--- src/rtl/ahb_bus_pkg.sv ---
// rtl/ahb_bus_pkg.sv - shared AHB transfer/burst types and arbiter state encoding
package ahb_bus_pkg;

  typedef enum logic [1:0] {
    HT_IDLE   = 2'd0,
    HT_BUSY   = 2'd1,
    HT_NONSEQ = 2'd2,
    HT_SEQ    = 2'd3
  } htrans_e;

  typedef enum logic [2:0] {
    HB_SINGLE = 3'd0,
    HB_INCR   = 3'd1,
    HB_WRAP4  = 3'd2,
    HB_INCR4  = 3'd3,
    HB_WRAP8  = 3'd4,
    HB_INCR8  = 3'd5,
    HB_WRAP16 = 3'd6,
    HB_INCR16 = 3'd7
  } hburst_e;

  typedef enum logic [1:0] {
    ARB_OPEN   = 2'd0,
    ARB_BURST  = 2'd1,
    ARB_LOCKED = 2'd2
  } arb_state_e;

  // Beats remaining after the NONSEQ beat; undefined-length bursts count as single.
  function automatic logic [4:0] burst_len(input hburst_e b);
    case (b)
      HB_WRAP4, HB_INCR4:   burst_len = 5'd3;
      HB_WRAP8, HB_INCR8:   burst_len = 5'd7;
      HB_WRAP16, HB_INCR16: burst_len = 5'd15;
      default:              burst_len = 5'd0;
    endcase
  endfunction

endpackage

--- src/rtl/ahb_rr_picker.sv ---
// rtl/ahb_rr_picker.sv - combinational rotating-priority request selector
module ahb_rr_picker #(
  parameter int N = 4,
  parameter int W = 2
) (
  input  logic [N-1:0] req,
  input  logic [W-1:0] last_idx,
  output logic [N-1:0] gnt,
  output logic [W-1:0] gnt_idx,
  output logic         found
);

  logic [W-1:0] cand;

  // Search upward from last_idx+1; last_idx itself is visited last so it has lowest priority.
  always_comb begin
    gnt     = '0;
    gnt_idx = '0;
    found   = 1'b0;
    cand    = '0;
    for (int i = 1; i <= N; i++) begin
      cand = W'((int'(last_idx) + i) % N);
      if (!found && req[cand]) begin
        found      = 1'b1;
        gnt_idx    = cand;
        gnt[cand]  = 1'b1;
      end
    end
  end

endmodule

--- src/rtl/ahb_arbiter.sv ---
// rtl/ahb_arbiter.sv - round-robin AHB arbiter with fixed-burst and locked-sequence hold
module ahb_arbiter
  import ahb_bus_pkg::*;
#(
  parameter int NUM_MASTERS    = 4,
  parameter int DEFAULT_MASTER = 0,
  parameter int MIDX_W         = $clog2(NUM_MASTERS)
) (
  input  logic                   HCLK,
  input  logic                   HRESETn,
  input  logic [NUM_MASTERS-1:0] HBUSREQ,
  input  logic [NUM_MASTERS-1:0] HLOCK,
  input  logic [1:0]             HTRANS,
  input  logic [2:0]             HBURST,
  input  logic                   HREADY,
  output logic [NUM_MASTERS-1:0] HGRANT,
  output logic [MIDX_W-1:0]      HMASTER,
  output logic                   HMASTLOCK
);

  localparam logic [NUM_MASTERS-1:0] DEF_GNT = NUM_MASTERS'(1) << DEFAULT_MASTER;
  localparam logic [MIDX_W-1:0]      DEF_IDX = MIDX_W'(DEFAULT_MASTER);

  arb_state_e             state_q, state_d, burst_state;
  logic [4:0]             cnt_q, cnt_d;
  logic [NUM_MASTERS-1:0] grant_q, grant_d;
  logic [MIDX_W-1:0]      gidx_q, gidx_d;
  logic [MIDX_W-1:0]      mast_q, mast_d;
  logic                   mlock_q, mlock_d;

  htrans_e                trans;
  hburst_e                burst;
  logic                   owner_req, owner_lock;
  logic                   last_beat, arb_pt;
  logic [NUM_MASTERS-1:0] pick_gnt;
  logic [MIDX_W-1:0]      pick_idx;
  logic                   pick_found;

  assign trans      = htrans_e'(HTRANS);
  assign burst      = hburst_e'(HBURST);
  assign owner_req  = HBUSREQ[gidx_q];
  assign owner_lock = HLOCK[gidx_q];

  // Final SEQ beat of a fixed burst: the counter is about to reach zero.
  assign last_beat = (state_q == ARB_BURST) && HREADY && (trans == HT_SEQ) && (cnt_q == 5'd1);

  // BUSY beats never qualify; a stalled bus never qualifies.
  assign arb_pt = HREADY && (state_q != ARB_LOCKED) &&
                  ((trans == HT_IDLE) ||
                   ((trans == HT_NONSEQ) && (burst == HB_SINGLE)) ||
                   last_beat ||
                   ((burst == HB_INCR) && !owner_req && (trans != HT_BUSY)));

  assign burst_state = (cnt_d != 5'd0) ? ARB_BURST : ARB_OPEN;

  ahb_rr_picker #(
    .N (NUM_MASTERS),
    .W (MIDX_W)
  ) u_picker (
    .req      (HBUSREQ),
    .last_idx (gidx_q),
    .gnt      (pick_gnt),
    .gnt_idx  (pick_idx),
    .found    (pick_found)
  );

  // Beat counter: load on accepted NONSEQ, count down on accepted SEQ, saturate at zero.
  always_comb begin
    cnt_d = cnt_q;
    if (HREADY && (trans == HT_NONSEQ)) begin
      cnt_d = burst_len(burst);
    end else if (HREADY && (trans == HT_SEQ) && (cnt_q != 5'd0)) begin
      cnt_d = cnt_q - 5'd1;
    end
  end

  // Arbitration FSM and grant selection; a locked owner keeps the bus at its arbitration point.
  always_comb begin
    state_d = state_q;
    grant_d = grant_q;
    gidx_d  = gidx_q;
    case (state_q)
      ARB_LOCKED: begin
        if (HREADY && !owner_lock) state_d = burst_state;
      end
      default: begin
        state_d = burst_state;
        if (arb_pt) begin
          if (owner_lock) begin
            state_d = ARB_LOCKED;
          end else if (pick_found) begin
            grant_d = pick_gnt;
            gidx_d  = pick_idx;
          end else begin
            grant_d = DEF_GNT;
            gidx_d  = DEF_IDX;
          end
        end
      end
    endcase
  end

  // Address-phase owner follows the grant one HREADY-qualified cycle later.
  always_comb begin
    mast_d  = mast_q;
    mlock_d = mlock_q;
    if (HREADY) begin
      mast_d  = gidx_q;
      mlock_d = owner_lock;
    end
  end

  // State registers with asynchronous reset to the default-master grant.
  always_ff @(posedge HCLK or negedge HRESETn) begin
    if (!HRESETn) begin
      state_q <= ARB_OPEN;
      cnt_q   <= 5'd0;
      grant_q <= DEF_GNT;
      gidx_q  <= DEF_IDX;
      mast_q  <= DEF_IDX;
      mlock_q <= 1'b0;
    end else begin
      state_q <= state_d;
      cnt_q   <= cnt_d;
      grant_q <= grant_d;
      gidx_q  <= gidx_d;
      mast_q  <= mast_d;
      mlock_q <= mlock_d;
    end
  end

  assign HGRANT    = grant_q;
  assign HMASTER   = mast_q;
  assign HMASTLOCK = mlock_q;

endmodule

--- config.mk ---
export PLATFORM = sky130hd
export DESIGN_NAME = ahb_arbiter
export DESIGN_NICKNAME = d
export VERILOG_FILES = /design/src/rtl/ahb_bus_pkg.sv /design/src/rtl/ahb_rr_picker.sv /design/src/rtl/ahb_arbiter.sv
export SDC_FILE = /design/constraint.sdc
export NUM_CORES = 1
export LEC_CHECK = 0
export ABC_AREA = 1
export BUFFER_PORTS_ARGS = -buffer_cell sky130_fd_sc_hd__buf_4
export CORE_MARGIN = 5
export CORE_UTILIZATION = 45
export CTS_BUF_LIST = sky130_fd_sc_hd__clkbuf_8
export CTS_CLUSTER_SIZE = 40
export DETAILED_ROUTE_END_ITERATION = 10
export GPL_ROUTABILITY_DRIVEN = 1
export HOLD_SLACK_MARGIN = 0.1
export PLACE_DENSITY = 0.67
export SYNTH_ARGS = -nofsm -noshare
export SYNTH_HDL_FRONTEND = slang
export SYNTH_SLANG_ARGS = --single-unit
--- constraint.sdc ---
create_clock -name HCLK -period 2.4 [get_ports HCLK]
set_clock_uncertainty 0.15 [all_clocks]
set_input_delay 0.48 -clock HCLK [delete_from_list [all_inputs] [get_ports HCLK]]
set_output_delay 0.48 -clock HCLK [all_outputs]
set_load 0.05 [all_outputs]
== Yosys cells after proc, flatten, opt, wreduce, memory -nomap -nowiden ==
Index checks and enable logic that the tools add are counted.
Storage, ports and cells
  bits in registers: 16
  bits in latches: 0
  bits in writable memories: 0
  bits in read-only memories: 0
  input bits: 16
  output and inout bits: 7
  logic and storage cells: 117
  memories: 0
Operators by class
  add/sub/neg operators: 5
  $mul: 0
  divide/modulo/power cells: 0
  $lt $le $gt $ge: 9
  equality and inequality tests: 15
  shift operators: 0
  mux-type cells: 42
  bitwise gates (word level): 5
  reduce and logical (&&, ||, !) cells: 35
Operators with widths (count)
  $mux W4: 5
  $logic_and A1 B1 Y1: 19
  $mux W2: 9
  $lt A2 B3 Y1 const B: 5
  $mux W1: 15
  $bmux W1 S2: 6
  $eq A3 B3 Y1 const B: 4
  $or A4 B4 Y4: 3
  $pmux W4 S3: 1
  $mux W5: 2
  $reduce_bool A5 Y1: 2
  $demux W1 S2: 4
  $ge A2 B1 Y1 const B: 4
  $eq A2 B2 Y1 const B: 3
  $eq A3 B2 Y1 const B: 2
  $reduce_or A2 Y1: 3
  $eq A5 B1 Y1 const B: 1
  $logic_not A1 Y1: 5
  $sub A5 B1 Y5 const B: 1
  $add A2 B1 Y2 const B: 2
  $add A2 B2 Y2 const B: 2
  $ne A2 B2 Y1 const B: 2
  $eq A3 B1 Y1 const B: 1
  $logic_not A3 Y1: 1
  6 further kinds: 9

== Longest topological paths before layout ==
Gate-level depths: netlist of the first run.
  depth in word-level cells: 14
  depth in mapped cells: 14
  mapped depth without buffers: 14

== By module ==
From an unflattened synthesis of the first run, not the netlist that was laid out.
Second synthesis, totals
  cell total of the unflattened synthesis: 226
  area total of the unflattened synthesis: 1554.0 um2
By module, submodules not included
  ahb_arbiter: times used 1, cells each 145, area an instance 1018.5 um2, sequential area each 401.6 um2
  ahb_rr_picker: times used 1, cells each 81, area an instance 535.5 um2, sequential area each 0.0 um2

== Worst setup path before layout of the first run ==
No wires, ideal clock.
  path kind: register to register
  start point: reg gidx_q[0]
  end point: reg gidx_q[1]
  library setup time: 119 ps
  data arrival time: 1696 ps
  required time: 2131 ps
  slack: 435 ps
  stages on the path, launching flop included: 12
  path buffers: 1
  period minus slack after synthesis: 1965 ps
  cells stage by stage: dfrtp_1 buf_6 inv_8 ha_1 inv_1 nand2_1 o21ai_2 inv_4 nor3_4 nor2_4 nand3_1 nand2_1
Between the ends
  cells in the longest elaborated chain, start to end: 14
  elaborated cells between the ends (all ways): 38
  classes of those cells: add/sub: 4; mux: 21; bitwise: 1; reduce/logical: 12
RTL lines
  start, declared: line ahb_arbiter.sv:27  | logic [MIDX_W-1:0] gidx_q, gidx_d;
  start signal, assigned: line ahb_arbiter.sv:126  | gidx_q <= gidx_d;
  $add A2 B1 Y2: line ahb_rr_picker.sv:22  | cand = W'((int'(last_idx) + i) % N);
  $bmux W1 S2: line ahb_rr_picker.sv:23  | if (!found && req[cand]) begin
  $mux W1 (not written as such): line ahb_rr_picker.sv:23
  $mux W1: line ahb_rr_picker.sv:23
  $logic_not A1 Y1: line ahb_rr_picker.sv:23
  $logic_and A1 B1 Y1: line ahb_rr_picker.sv:23
  $mux W1: line ahb_rr_picker.sv:23
  $logic_not A1 Y1: line ahb_rr_picker.sv:23
  $logic_and A1 B1 Y1: line ahb_rr_picker.sv:23
  $mux W1: line ahb_rr_picker.sv:23
  $logic_not A1 Y1: line ahb_rr_picker.sv:23
  $logic_and A1 B1 Y1: line ahb_rr_picker.sv:23
  $mux W2 / $mux W1 (equally long branches): line ahb_rr_picker.sv:23
  $mux W2: line ahb_arbiter.sv:91  | end else if (pick_found) begin
Several ways; a longest one is shown, not always the timed one. The select of a mux whose other input is x is not followed.
A chain may end at the register's enable or synchronous reset.

== Worst setup path after layout of the first run ==
  start point: reg gidx_q[0]
  end point: reg gidx_q[0]
The elaborated chain is that of the path after synthesis.

==> results of run 1 <==
## power by group through the flow
| stage | sequential, W | combinational, W | clock [W] |
|---|---|---|---|
| 3_3_place_gp | 0.000454 | 0.00165 | 0 |
| 6_report | 0.000453 | 0.00165 | 0.000236 |
| 4_1_cts | 0.000453 | 0.00166 | 0.000245 |
| 3_5_place_dp | 0.000457 | 0.00165 | 0 |
| 2_1_floorplan | 0.000634 | 0.00115 | 0 |
| 5_1_grt | 0.000467 | 0.00181 | 0.000259 |
## worst min-delay path by stage
stage                                start                endpoint  slack [ns]
CTS                              HBURST[2]      cnt_q[2]$_DFF_PN0_        0.33
global route        HMASTER[0]$_DFFE_PN0P_  HMASTER[0]$_DFFE_PN0P_        0.35
finish                           HBURST[2]      cnt_q[2]$_DFF_PN0_        0.33
detailed placement                 HRESETn      cnt_q[3]$_DFF_PN0_        0.21
floorplan                          HRESETn   HGRANT[1]$_DFFE_PN0P_        0.03
global placement                   HRESETn      cnt_q[3]$_DFF_PN0_        0.21
## synth_stat cells (all sizes together)
cell,instances,share of area
inv,32,0.090
dfstp,1,0.017
nor2,20,0.079
nand4,4,0.016
nand2,84,0.27
buf,1,0.0073
nand3,25,0.11
o21ai,6,0.024
nand3b,1,0.013
a21oi,4,0.013
a21boi,3,0.015
ha,11,0.090
dfrtp,15,0.24
nor3,1,0.011
## routing by layer
layer / routed length (um) / global-route usage / up-vias / share of wire
met5: 0 / 0 / - / 0
met4: 17 / 0.0298 / 0 / 0.0054
met3: 74 / 0.0197 / 2 / 0.023
met2: 1530 / 0.266 / 16 / 0.48
met1: 1540 / 0.204 / 596 / 0.49
li1: - / - / 702 / -
## sequential cells by signal (all words and copies together) (netlist names)
signal	flops
cnt_q	5
HMASTER	2
HMASTLOCK	1
HGRANT	4
state_q	2
gidx_q	2
## cells by family (layout without fill, tap and decap cells)
family	after synthesis	in the layout	share of synthesized area
AOI/OAI and AO/OA	13	13	0.0522
and+or+nand+nor	135	135	0.500
adders and majority gates	11	11	0.0896
buffers and inverters	33	61	0.0970
DFF	16	16	0.262
## worst max-delay path, delay by kind of cell, from the launching register on
family | cells | cell delay [ns]
and+or+nand+nor | 5 | 0.48
DFF | 1 | 0.45
adders and majority gates | 1 | 0.38
buffers and inverters | 3 | 0.35
AOI/OAI and AO/OA | 1 | 0.08
## area by class of cell
class,instances,share of cell area
Clock buffer,4,0.0301
Inverter,32,0.0753
Multi-Input combinational cell,159,0.539
Sequential cell,16,0.220
Tap cell,46,0.0315
Timing Repair Buffer,25,0.104
## repair_timing
item	in CTS	in global routing
endpoints found under the hold margin	15	0
hold buffers	1	0
resized for setup	0	0
## metrics by stage
stage | total power, W | std cells
2_1_floorplan | 0.00178 | 208
3_3_place_gp | 0.00210 | 277
3_5_place_dp | 0.00211 | 277
4_1_cts | 0.00236 | 282
5_1_grt | 0.00253 | 282
6_report | 0.00234 | 282
==> impl_metrics.csv, run 1 <==
group,metric,value,unit
floorplanning,die_h,68.4,um
logic_synthesis,ys_seq_area_frac,0.262,
routing,drt-total-wl,3160,um
timing,fin_crit,1.99,ns
critical_path,reg2reg_depth,10,
floorplanning,core,3310,um^2
critical_path,reg2reg_to,"gidx_q[0]$_DFFE_PN0P_",
timing,fin_ws,0.406,ns
placement,post-place-ws,0.408,ns
floorplanning,std_cell_rows,21,
finish,fin_nets,264,
cts,clock_latency,0.24,ns
critical_path,cpMostUsedCell,"nand2_1",
global_route,track_usage,0.154,
placement,routabilityCongestion,0.817,
placement,dpl.hpwl,2630,um
critical_path,end_kind,"flip-flop",
critical_path,cp.arrival,1.98,ns
pwr,switching_share,0.546,
floorplanning,start_util,0.464,
timing,whs,0.333,ns
timing,hold_viol,0,
critical_path,required,2.38,ns
critical_path,r2r-start,"gidx_q[0]$_DFFE_PN0P_",
placement,io_buffers,22,
logic_synthesis,synth_cell_types,27,
critical_path,cp_max_fo,11,
timing,slew-limit-headroom,0.845,
timing,worst_pin_slew,0.232,ns
worst_hold_path,hold_class,"in2reg",
global_route,grt_pass1_vias,1287,
pwr,seq_power_share,0.194,
floorplanning,dieArea,4680,um^2
cts,cts_tree,"done",
cts,cts.reportedPaths.clkPinSlew,0.07,ns
cts,post_cts_buffers,0,
timing,clock.fmax,502,MHz
routing,vias,1316,
timing,min_period_over_period,0.831,
pwr,combinationalPowerShare,0.705,
finish,n_antenna_cell,0,
floorplanning,boundaryPins,23,
pwr,ir_drop,950,uV
finish,final_cell_mix,"nand2_1, buf_4, inv_1",
critical_path,max_stage_delay,0.45,ns
finish,regArea,402,um^2
logic_synthesis,yosysWarnings,0,
finish,multi_input_area,985,um^2
pwr,switchingPower,0.00128,W
finish,layout-drive-gt1-share,0.301,
global_route,grt_pass1_wl,5530,um
finish,final_common_cell,"nand2_1",
global_route,grt_max_degree,17,
floorplanning,die_x,68.4,um
timing,rsz0062_at_grt,"no",
critical_path,path_class,"reg2reg",
cts,root_buffer,"clkbuf_8",
finish,fin_area,1830,um^2
cts,cts-buffers-inserted,3,
critical_path,endpoint,"gidx_q[0]$_DFFE_PN0P_",
run,cap_violations,0,
routing,drcViolationCount,0,
finish,area_growth_syn_to_layout,19.0,%
routing,firstDrtPassIters,4,
critical_path,r2r_slack,0.41,ns
pwr,clock_power_share,0.101,
cts,htreeDepth,1,
global_route,grt-ovfl-total,0,
logic_synthesis,syn_area_per_cell,7.38,um^2
critical_path,startpoint_type,"flip-flop",
finish,fin_util,0.552,
pwr,pwr_density_cell,1280,nW/um^2
timing,fin_tns_setup,0,ns
routing,drt_iter0_markers,74,
routing,wl_per_cell,11.2,um
finish,fillCellCount,349,
run_status,status,"finished clean",
critical_path,cp_slowest_cell,"dfrtp_1",
pwr,leakagePower,1.00,nW
logic_synthesis,netlist_area,1540,um^2
worst_hold_path,whs_path_depth,3,
cts,cts.sinks,16,
timing,setup_viol,0,
logic_synthesis,ys_ff_latch,16,
routing,ant_nets,0,
pwr,p_int,0.00106,W
logic_synthesis,netlist_instances,208,
timing,final_max_slew_viol_count,0,
placement,dpl-instance-area,1760,um^2
routing,avgViaCountPerCell,4.67,
critical_path,crit_chain,"inv_8 > ha_1 > inv_1 > nand2_1 > o21ai_2 > inv_4 > nor3_4 > nor2_4 > nand3_1 > nand2_1",
global_route,antenna_found_initial,0,
critical_path,startpoint,"gidx_q[0]$_DFFE_PN0P_",
logic_synthesis,synth_nets,235,
cts,clock_path_buffers,2,
No activity file was read; power rests on OpenSTA's default activity.
==> run 2, diff against run 1 <==
--- a/config.mk
+++ b/config.mk
@@ -14,7 +14,7 @@
 export DETAILED_ROUTE_END_ITERATION = 10
 export GPL_ROUTABILITY_DRIVEN = 1
 export HOLD_SLACK_MARGIN = 0.1
-export PLACE_DENSITY = 0.67
+export PLACE_DENSITY = 0.7
 export SYNTH_ARGS = -nofsm -noshare
 export SYNTH_HDL_FRONTEND = slang
 export SYNTH_SLANG_ARGS = --single-unit
==> constraint.sdc (replaced) <==
create_clock -name HCLK -period 1.78 [get_ports HCLK]
set_clock_uncertainty 0.15 [all_clocks]
set_input_delay 0.356 -clock HCLK [delete_from_list [all_inputs] [get_ports HCLK]]
set_output_delay 0.356 -clock HCLK [all_outputs]
set_load 0.05 [all_outputs]
==> run 2 against run 1 <==
Highest routed layer unchanged. Register-to-register slack lost 0.32 ns. Critical endpoint unchanged. Cell count is 3.9% higher. Hold slack worse by 0.12 ns. Critical path depth is the same.
==> impl_metrics.csv, run 2 (synthesized netlist as in run 1, its figures left out) <==
group,metric,value,unit
run_status,status,"finished clean",
floorplanning,start_util,0.464,
pwr,switching_share,0.527,
critical_path,path_buf_inv,3,
finish,largest_reg_flops,5,
finish,layout-drive-gt1-share,0.381,
timing,min_period_over_period,0.953,
timing,worst_pin_slew,0.251,ns
cts,clock_latency,0.25,ns
floorplanning,boundaryPins,23,
global_route,track_usage,0.149,
finish,final_common_cell,"nand2_1",
placement,post-place-ws,0.0357,ns
critical_path,cp.arrival,1.68,ns
timing,rsz0062_at_grt,"yes",
floorplanning,dieArea,4680,um^2
routing,drcViolationCount,0,
routing,wl_per_cell,11.0,um
global_route,grt_max_degree,17,
pwr,seq_power_share,0.179,
timing,hold_viol,0,
worst_hold_path,hold_class,"in2reg",
critical_path,startpoint,"gidx_q[0]$_DFFE_PN0P_",
cts,cts_tree,"done",
pwr,clock_power_share,0.093,
critical_path,crit_chain,"inv_8 > ha_4 > inv_4 > nand2_1 > o21ai_4 > inv_4 > nor3_4 > nor2_4 > nand3_1 > nand2_1",
placement,io_buffers,22,
routing,drt_iter0_markers,73,
finish,n_antenna_cell,0,
floorplanning,core,3310,um^2
routing,avgViaCountPerCell,4.65,
cts,clock_path_buffers,2,
critical_path,cp_slowest_cell,"dfrtp_2",
finish,final_cell_mix,"nand2_1, buf_4, inv_1, nand3_1, dfrtp_1",
finish,fin_nets,275,
timing,clock.fmax,590,MHz
finish,regMostFlops,"cnt_q",
critical_path,required,1.77,ns
pwr,pwr_density_cell,1770,nW/um^2
pwr,combinationalPowerShare,0.728,
cts,cts.reportedPaths.clkPinSlew,0.06,ns
placement,dpl.hpwl,2600,um
floorplanning,die_h,68.4,um
critical_path,cp_max_fo,4,
timing,fin_ws,0.0839,ns
routing,ant_nets,0,
global_route,antenna_found_initial,0,
critical_path,startpoint_type,"flip-flop",
finish,fin_util,0.592,
placement,routabilityCongestion,0.843,
finish,area_growth_syn_to_layout,27.6,%
critical_path,max_stage_delay,0.44,ns
global_route,grt_pass1_vias,1244,
global_route,grt_pass1_wl,5350,um
floorplanning,die_x,68.4,um
routing,drt-total-wl,3230,um
finish,multi_input_area,1030,um^2
timing,fin_crit,1.70,ns
pwr,leakagePower,1.05,nW
finish,regArea,404,um^2
pwr,switchingPower,0.00182,W
cts,root_buffer,"clkbuf_8",
run,cap_violations,0,
global_route,grt-ovfl-total,0,
cts,cts-buffers-inserted,3,
cts,cts.sinks,16,
timing,final_max_slew_viol_count,0,
critical_path,path_class,"reg2reg",
floorplanning,std_cell_rows,21,
timing,slew-limit-headroom,0.832,
worst_hold_path,hp-start,"HBURST[1]",
timing,setup_viol,0,
critical_path,end_kind,"flip-flop",
pwr,p_int,0.00164,W
finish,fillCellCount,324,
pwr,ir_drop,1110,uV
critical_path,critPathTopFamily,"simple AND/OR/NAND/NOR gates",
routing,firstDrtPassIters,4,
routing,vias,1362,
cts,htreeDepth,1,
critical_path,r2r-start,"gidx_q[0]$_DFFE_PN0P_",
## run 2: cell types whose count changed in the layout (fill, tap and decap cells not counted), sizes merged
cell / delta
buf: +11
## run 2: worst min-delay path: cells and delay by family
| family | cells | cell delay, ns |
|---|---|---|
| buf+inv | 1 | 0.08 |
| simple gates | 2 | 0.14 |
## run 2: per-stage QoR
| stage | setup TNS, ns | cell area, um^2 | total power, W | instances | hold WS [ns] |
|---|---|---|---|---|---|
| detailed placement | 0 | 1850 | 0.00302 | 287 | 0.0855 |
| global placement | 0 | 1850 | 0.00302 | 287 | 0.0793 |
| finish | 0 | 1960 | 0.00346 | 293 | 0.216 |
| floorplan | -0.0385 | 1550 | 0.00246 | 208 | -0.0896 |
| global route | -0.0451 | 1960 | 0.00372 | 293 | 0.220 |
| CTS | 0 | 1920 | 0.00337 | 292 | 0.203 |
## run 2: worst paths after layout
| path | endpoint | cells after the start | slack (ns) |
|---|---|---|---|
| max in group asynchronous | HGRANT[0]$_DFFE_PN1P_ | 2 | 0.87 |
| hold / removal | cnt_q[3]$_DFF_PN0_ | 3 | 0.22 |
| min in group asynchronous | cnt_q[3]$_DFF_PN0_ | 2 | 0.36 |
| setup reg to reg | gidx_q[0]$_DFFE_PN0P_ | 10 | 0.08 |
| hold reg to reg | HGRANT[1]$_DFFE_PN0P_ | 2 | 0.34 |
| setup / recovery | gidx_q[0]$_DFFE_PN0P_ | 10 | 0.08 |
## run 2: cell type report
type,instances,share of cell area
Sequential cell,16,0.206
Multi-Input combinational cell,159,0.526
Clock buffer,4,0.0281
Inverter,32,0.0715
Timing Repair Buffer,36,0.139
Tap cell,46,0.0294
## run 2: per-layer routing
layer / wire (um) / track usage
met3: 136 / 0.0378
met1: 1530 / 0.193
met2: 1540 / 0.249
met5: 0 / 0
met4: 16 / 0.0298
## run 2: power by group through the flow
| stage | Clock, W | Sequential, W | Combinational [W] |
|---|---|---|---|
| 6_report | 0.000322 | 0.000618 | 0.00252 |
| 3_3_place_gp | 0 | 0.000613 | 0.00241 |
| 2_1_floorplan | 0 | 0.000857 | 0.00160 |
| 3_5_place_dp | 0 | 0.000613 | 0.00241 |
| 4_1_cts | 0.000340 | 0.000610 | 0.00242 |
| 5_1_grt | 0.000350 | 0.000635 | 0.00274 |
## run 2: timing repair
item                                   in CTS  in global routing
setup endpoints to repair                   0                  7
hold buffers                                1                  0
gates resized for setup                     0                 15
endpoints found under the hold margin      16                  0
buffers inserted                            0                  1
==> run 3, diff against run 2 <==
--- a/config.mk
+++ b/config.mk
@@ -7,14 +7,13 @@
 export LEC_CHECK = 0
 export ABC_AREA = 1
 export BUFFER_PORTS_ARGS = -buffer_cell sky130_fd_sc_hd__buf_4
-export CORE_MARGIN = 5
 export CORE_UTILIZATION = 45
-export CTS_BUF_LIST = sky130_fd_sc_hd__clkbuf_8
+export CTS_BUF_LIST = sky130_fd_sc_hd__clkbuf_4
 export CTS_CLUSTER_SIZE = 40
 export DETAILED_ROUTE_END_ITERATION = 10
 export GPL_ROUTABILITY_DRIVEN = 1
 export HOLD_SLACK_MARGIN = 0.1
-export PLACE_DENSITY = 0.7
+export PLACE_DENSITY = 0.67
 export SYNTH_ARGS = -nofsm -noshare
 export SYNTH_HDL_FRONTEND = slang
 export SYNTH_SLANG_ARGS = --single-unit
==> constraint.sdc (replaced) <==
create_clock -name HCLK -period 2.01 [get_ports HCLK]
set_clock_uncertainty 0.15 [all_clocks]
set_input_delay 0.402 -clock HCLK [delete_from_list [all_inputs] [get_ports HCLK]]
set_output_delay 0.402 -clock HCLK [all_outputs]
set_load 0.05 [all_outputs]
==> run 3 against run 2 <==
Routed wire length increased by 0.28%. Combinational power decreased by 20%. Sequential power decreased by 12%. Die area decreased by 22%. Hold slack got worse by 0.030 ns. Fmax decreased by 8.7%. Register-to-register slack improved by 0.07 ns. Via count increased by 0.29%. Flip-flop and latch count unchanged. Clock-buffer cell count decreased by 1. Non-clock buffer count decreased by 9. Largest cell class unchanged. Highest routed layer unchanged.
==> impl_metrics.csv, run 3 (synthesized netlist as in run 1, its figures left out) <==
group,metric,value,unit
critical_path,startpoint_type,"flip-flop",
routing,wl_per_cell,11.5,um
routing,avgViaCountPerCell,4.84,
cts,clock_path_buffers,2,
floorplanning,boundaryPins,23,
cts,cts_tree,"done",
timing,min_period_over_period,0.924,
routing,firstDrtPassIters,4,
timing,slew-limit-headroom,0.839,
finish,final_cell_mix,"nand2_1, buf_4, inv_1",
pwr,switchingPower,0.00155,W
timing,rsz0062_at_grt,"no",
timing,whs,0.186,ns
finish,layout-drive-gt1-share,0.315,
timing,fin_tns_setup,0,ns
pwr,ir_drop,916,uV
critical_path,max_stage_delay,0.43,ns
critical_path,path_class,"reg2reg",
timing,final_max_slew_viol_count,0,
pwr,clock_power_share,0.070,
global_route,grt_pass1_vias,1228,
finish,regMostFlops,"cnt_q",
routing,drcViolationCount,0,
finish,n_antenna_cell,0,
floorplanning,core,3150,um^2
timing,worst_pin_slew,0.239,ns
pwr,combinationalPowerShare,0.731,
cts,cts.sinks,16,
cts,clock_latency,0.31,ns
floorplanning,start_util,0.487,
critical_path,required,2.06,ns
cts,root_buffer,"clkbuf_4",
critical_path,end_kind,"flip-flop",
timing,clock.fmax,538,MHz
pwr,switching_share,0.566,
floorplanning,die_x,60.4,um
global_route,track_usage,0.204,
critical_path,cp.arrival,1.91,ns
routing,drt-total-wl,3240,um
finish,fin_util,0.575,
pwr,leakagePower,0.993,nW
critical_path,critPathTopFamily,"simple AND/OR/NAND/NOR gates",
timing,setup_viol,0,
pwr,seq_power_share,0.199,
floorplanning,die_h,60.4,um
floorplanning,dieArea,3650,um^2
global_route,grt_max_degree,17,
routing,vias,1366,
placement,io_buffers,22,
pwr,pwr_density_cell,1510,nW/um^2
critical_path,crit_chain,"inv_8 > ha_1 > inv_2 > nand2_4 > nand2_8 > nor2_2 > a21boi_0 > nand3_1 > nand2_1 > nand2_1",
finish,largest_reg_flops,5,
run,cap_violations,0,
critical_path,cp_slowest_cell,"dfrtp_2",
timing,fin_crit,1.86,ns
finish,final_common_cell,"nand2_1",
critical_path,path_buf_inv,2,
floorplanning,std_cell_rows,20,
routing,drt_iter0_markers,59,
worst_hold_path,hold_class,"in2reg",
run_status,status,"finished clean",
global_route,grt_pass1_wl,5470,um
global_route,antenna_found_initial,0,
cts,htreeDepth,1,
routing,ant_nets,0,
timing,hold_viol,0,
placement,dpl.hpwl,2510,um
cts,post_cts_buffers,0,
critical_path,cpMostUsedCell,"nand2_1",
cts,cts.reportedPaths.clkPinSlew,0.11,ns
finish,area_growth_syn_to_layout,18.0,%
finish,fin_nets,266,
cts,cts-buffers-inserted,3,
global_route,grt-ovfl-total,0,
pwr,p_int,0.00119,W
placement,routabilityCongestion,0.837,
critical_path,cp_max_fo,7,
==> run 3: changes by cell type in the layout (fill, tap and decap cells not counted), sizes merged <==
cell,before,now
buf,35,26
clkbuf,4,3
clkinv,0,1
==> run 3: worst register-to-register path: stages, from the launching register on <==
cell and delay (ns):
dfrtp_2 0.43, inv_8 0.03, ha_1 0.36, inv_2 0.12, nand2_4 0.07, nand2_8 0.09
nor2_2 0.07, a21boi_0 0.19, nand3_1 0.12, nand2_1 0.08, nand2_1 0.05
==> run 3: per-stage QoR <==
| stage | power, W | setup slack [ns] | area, um^2 | cells |
|---|---|---|---|---|
| finish | 0.00274 | 0.152 | 1810 | 282 |
| global route | 0.00296 | 0.0206 | 1810 | 282 |
| CTS | 0.00274 | 0.0910 | 1810 | 282 |
| detailed placement | 0.00254 | 0.116 | 1770 | 277 |
| global placement | 0.00254 | 0.134 | 1770 | 277 |
| floorplan | 0.00213 | 0.0453 | 1540 | 208 |
==> run 3: worst paths after layout <==
kind,start,end,slack (ns),cells after the start
worst max-delay path,gidx_q[0]$_DFFE_PN0P_,HGRANT[1]$_DFFE_PN0P_,0.15,10
worst min-delay path,HBURST[2],cnt_q[2]$_DFF_PN0_,0.19,3
worst max register to register,gidx_q[0]$_DFFE_PN0P_,HGRANT[1]$_DFFE_PN0P_,0.15,10
worst min register to register,HGRANT[1]$_DFFE_PN0P_,HGRANT[1]$_DFFE_PN0P_,0.35,2
max in group asynchronous,HRESETn,HGRANT[0]$_DFFE_PN1P_,1.11,2
min in group asynchronous,HRESETn,HMASTER[1]$_DFFE_PN0P_,0.33,2
==> run 3: layout make-up <==
class / count / area [um^2]
clock buffers: 3 / 22.5
clock inverters: 1 / 3.75
fillers: 326 / 1340
inverters: 32 / 138
multi-input cells: 159 / 985
flip-flops and latches: 16 / 403
well taps: 44 / 55.1
repair buffers: 27 / 205
==> run 3: timing repair <==
action	CTS	global route
setup endpoints to repair	0	5
hold buffers	1	0
hold endpoints to repair	16	0
resized for setup	0	3
==> run 3: power groups by stage <==
stage          Sequential, W  Clock (W)  Combinational (W)
2_1_floorplan       0.000757          0            0.00137
3_3_place_gp        0.000549          0            0.00199
3_5_place_dp        0.000548          0            0.00199
4_1_cts             0.000543   0.000198            0.00200
5_1_grt             0.000558   0.000209            0.00219
6_report            0.000546   0.000192            0.00201
==> run 3: metal layers <==
metal  wire [um]  up-vias  GRT usage  part of all wire
met4          64        0     0.0877             0.020
met5           0        -          0                 0
met3         217        7     0.0299             0.067
li1            -      708          -                 -
met2        1340       44      0.298              0.41
met1        1620      607      0.297              0.50
